### config.mk
export PLATFORM = sky130hd
export DESIGN_NAME = ram_sync_param
export DESIGN_NICKNAME = d
export VERILOG_FILES = /design/src/rtl/ram_sync_param.sv
export SDC_FILE = /design/constraint.sdc
export NUM_CORES = 1
export LEC_CHECK = 0
export CAP_MARGIN = 20
export CORE_UTILIZATION = 49
export CTS_CLUSTER_DIAMETER = 30
export DETAILED_ROUTE_END_ITERATION = 8
export PLACE_DENSITY = 0.82
export SETUP_SLACK_MARGIN = 0.5
export SLEW_MARGIN = 0
export SYNTH_ARGS = -nofsm -noshare
export SYNTH_HDL_FRONTEND = slang
export SYNTH_SLANG_ARGS = --single-unit
### constraint.sdc
create_clock -name clk -period 2.4 [get_ports clk]
set_clock_uncertainty 0.05 [all_clocks]
set_input_delay 0.36 -clock clk [delete_from_list [all_inputs] [get_ports clk]]
set_output_delay 0.36 -clock clk [all_outputs]
set_load 0.02 [all_outputs]
### src/rtl/ram_sync_param.sv
// ram_sync_param: single-port synchronous RAM with registered reads and a clear/preset scrub engine
module ram_sync_param #(
  parameter int ADDR_W = 2,
  parameter int DATA_W = 16,
  parameter logic [DATA_W-1:0] INIT_VAL = '0
) (
  input  logic              clk,
  input  logic              clear,
  input  logic              preset,
  input  logic              en,
  input  logic              r_w,
  input  logic [ADDR_W-1:0] addr,
  input  logic [DATA_W-1:0] in,
  output logic [DATA_W-1:0] out,
  output logic              valid,
  output logic              busy
);
  typedef enum logic {IDLE, SCRUB} state_t;
  state_t state_q, state_d;
  logic [ADDR_W-1:0] ptr_q, ptr_d, wa;
  logic [DATA_W-1:0] fill_q, fill_d, out_q, out_d, wd;
  logic valid_q, valid_d, we;
  logic [DATA_W-1:0] mem_q [2**ADDR_W];
  always_comb begin
    state_d = state_q;
    ptr_d = ptr_q;
    fill_d = fill_q;
    out_d = out_q;
    valid_d = 1'b0;
    we = 1'b0;
    wa = addr;
    wd = in;
    if (clear || preset) begin
      state_d = SCRUB;
      ptr_d = '0;
      fill_d = clear ? INIT_VAL : '1;
      out_d = clear ? '0 : out_q;
    end else if (state_q == SCRUB) begin
      we = 1'b1;
      wa = ptr_q;
      wd = fill_q;
      ptr_d = ptr_q + 1'b1;
      state_d = (ptr_q == '1) ? IDLE : SCRUB;
    end else if (en) begin
      we = r_w;
      valid_d = ~r_w;
      out_d = r_w ? out_q : mem_q[addr];
    end
  end
  always_ff @(posedge clk) begin
    state_q <= state_d;
    ptr_q <= ptr_d;
    fill_q <= fill_d;
    out_q <= out_d;
    valid_q <= valid_d;
  end
  always_ff @(posedge clk) if (we) mem_q[wa] <= wd;
  assign out = out_q;
  assign valid = valid_q;
  assign busy = (state_q == SCRUB);
endmodule

==> results.toml <==
[setup_path]
critical_path_peak_fanout = 8
reg2regPathDepth = 4
critical_path.startpoint = "busy$_SDFF_PP1_"
timing.critical_path.to_type = "register"
timing.rr.start = "busy$_SDFF_PP1_"
startpoint_type = "register"
worstSetupPathType = "register to register"
worst-endpoint-required_ps = 2410
r2r-end = "mem_q[2][5]$_DFFE_PP_"
ff2ff_setup_slack_ps = 510
worstPathArrival_ps = 1900

[power_and_ir_drop]
p_comb_frac = 0.091
cellLeakagePower_nw = 1.47
power_switching_mw = 0.590
power.share.switching = 0.205
p_seq_frac = 0.591
portion_of_total_power_attributed_to_the_clock_network = 0.318
power.ir.vdd_worst_mv = 0.455
power.density_nw_per_um2 = 690
cell_internal_pwr_mw = 2.28

[floorplan]
die_width_microns = 84.4
fp.dieArea_sq_um = 7110
die_h_microns = 84.4
rows = 29
placeableCoreArea_sq_um = 6460
io_pins = 41
start_util = 0.515

[min_path]
hold_start = "clear"
min_to = "fill_q[14]$_DFFE_PP_"
hold_class = "input port to register"
min_delay_path_depth = 2

[yosys]
cell_variety_after_synth = 23
post-synth-top-area-fraction = 0.732
ys_seq_elements = 85
synthTopCellsByArea = "edfxtp_1, mux4_2, a21o_1"
mappedNetlistArea_sq_um = 3320
syn-instance-count = 175
synth_sequential_area_ratio = 0.756
synthesis.yosys.warnings = 0
synthDominantAreaCellType = "edfxtp_1"
synth_area_per_cell_sq_um = 19.0
synth.net_count = 199

[layout]
multi_input_comb_area_sq_um = 801
area_delta_synth_final_pct = 25.3
diodes = 0
share_of_cells_above_drive_strength_1 = 0.204
post-route-util = 0.645
nets = 251
seqCellArea_sq_um = 2520
n_fill_cell = 453

[sta]
setup_tns_ps = 0
worst_slew_margin_rel = 0.551
pins_over_slew_limit = 0
max_slew.worst_pin.slew_ps = 673
layout_worst_path_cycle_share = 0.785
rsz_0062_raised_after_global_routing = "yes"
whs_ps = 394
max_freq_ghz = 0.530
timing.final.hold_violations = 0
timing.final.crit_period_ps = 1890
finalSetupViolations = 0

[run_status]
failed_checks = "DRC"
status = "complete, but fails checks"

[grt]
grt_pass1_vias = 1719
gr-total-overflow = 0
global_route.usage.total = 0.170
grt_pass1_wl_microns = 8740
grt_max_degree = 21
antenna_violations_before_repair = 0

[clock_tree]
cts_buffers = 9
ctsHtreeMaxLevel = 3
post_cts_hold_buffers = 0
ctsRootBufferMaster = "clkbuf_8"
numClockSinks = 85
clock_transition_at_the_register_clock_pins_on_the_worst_setup_and_hold_paths_after_cts_ps = 80
ctsLongestPathBuffers = 2
worst_skew_pair.late_latency_ps = 350
tritoncts_clock_tree = "done"

[placement]
gp_congestion = 0.728
buffer_ports.inserted = 40
detailedPlacementHpwl_microns = 3610

[drt]
avgViaCountPerCell = 5.66
antenna_violating_nets_post_route = 0
drt_first_iter_violations = 158
post_drt_wl_per_cell_microns = 18.3
routed-via-count = 1739
detail_route.first_pass.iterations = 6
post_route_drc_violation_count = 10
detail_route.wirelength_microns = 5630

[flow_run]
cap_viol_max_count = 0
## power groups by stage
stage          Sequential (mW)  Combinational (mW)  Clock (mW)
2_1_floorplan             1.75               0.124           0
3_3_place_gp              1.73               0.254           0
3_5_place_dp              1.73               0.261           0
4_1_cts                   1.70               0.265       0.938
5_1_grt                   1.70               0.279       0.979
6_report                  1.70               0.262       0.913
## synthesized netlist by cell type (all sizes together)
library cell / instances
mux4: 16
nand3: 1
inv: 3
clkbuf: 7
nand4: 1
and2: 16
nor2: 6
o21ai: 2
edfxtp: 81
a21oi: 4
xnor2: 1
mux2i: 1
and3: 1
a21o: 17
nand2: 3
nand3b: 2
dfxtp: 4
or3b: 3
or3: 1
ha: 1
buf: 4
## layout by cell type (no fill, tap or decap), types with 2 or more instances in the layout
master,n
edfxtp_1,81
clkdlybuf4s50_1,37
a21o_1,17
mux4_2,16
and2_1,16
clkbuf_8,9
nor2_1,6
buf_4,6
buf_12,5
a21oi_4,4
inv_1,3
or3b_4,3
nand2_1,3
dfxtp_1,3
nand3b_1,2
clkbuf_1,2
dlygate4sd2_1,2
## per-layer routing
metal	global-route usage	vias up	part of all wire
li1	-	787	-
met2	0.258	76	0.49
met3	0.0305	12	0.053
met4	0.103	0	0.020
met1	0.232	864	0.44
met5	0	-	0
## worst max-delay path by stage
stage / end / depth (start not counted) / slack (ps)
floorplan: mem_q[2][0]$_DFFE_PP_ / 4 / 360
global route: mem_q[2][5]$_DFFE_PP_ / 4 / 480
detailed placement: mem_q[2][0]$_DFFE_PP_ / 5 / 50
global placement: mem_q[1][0]$_DFFE_PP_ / 5 / 90
finish: mem_q[2][5]$_DFFE_PP_ / 4 / 510
CTS: mem_q[2][7]$_DFFE_PP_ / 4 / 450
## through the flow
| stage | instance area [sq um] | std cells | setup WS, ps | total power, mW |
|---|---|---|---|---|
| floorplan | 3380 | 175 | 359 | 1.87 |
| global placement | 3960 | 291 | 87.1 | 1.98 |
| detailed placement | 3960 | 291 | 52.8 | 1.99 |
| CTS | 4170 | 307 | 450 | 2.90 |
| global route | 4170 | 307 | 483 | 2.96 |
| finish | 4170 | 307 | 515 | 2.87 |
## flip-flops by register name (all words and copies together), names as in the netlist
register,count
busy,1
fill_q,1
mem_q,64
out,16
ptr_q,2
valid,1
## critical path, stage by stage, from the launching register on
cell       delay (ps)
dfxtp_4           350
or3b_4            400
or3b_4            400
a21oi_4           200
clkbuf_16         200
## what timing repair did
item / 4_1_cts / 5_1_grt
resized for setup: 4 / 2
setup buffers: 1 / 0
pin swaps: 3 / 2
endpoints found under the setup margin: 48 / 17
gates cloned: 1 / 0
## kinds of logic (layout without fill, tap and decap cells)
family	after synthesis	count (layout)	share of synthesized area
fa+ha+maj	1	1	0.00376
flops	85	85	0.756
xor+xnor	1	1	0.00264
mux	17	17	0.111
buf+inv	14	69	0.0181
compound gates	23	23	0.0474
simple gates	34	34	0.0606
## layout make-up
class / count / area share
flip-flops and latches: 85 / 0.604
repair buffers: 52 / 0.137
inverters: 3 / 0.00270
well taps: 77 / 0.0231
multi-input cells: 76 / 0.192
clock inverters: 3 / 0.00931
clock buffers: 11 / 0.0315
Note: power is estimated with default switching activity, not from simulation.
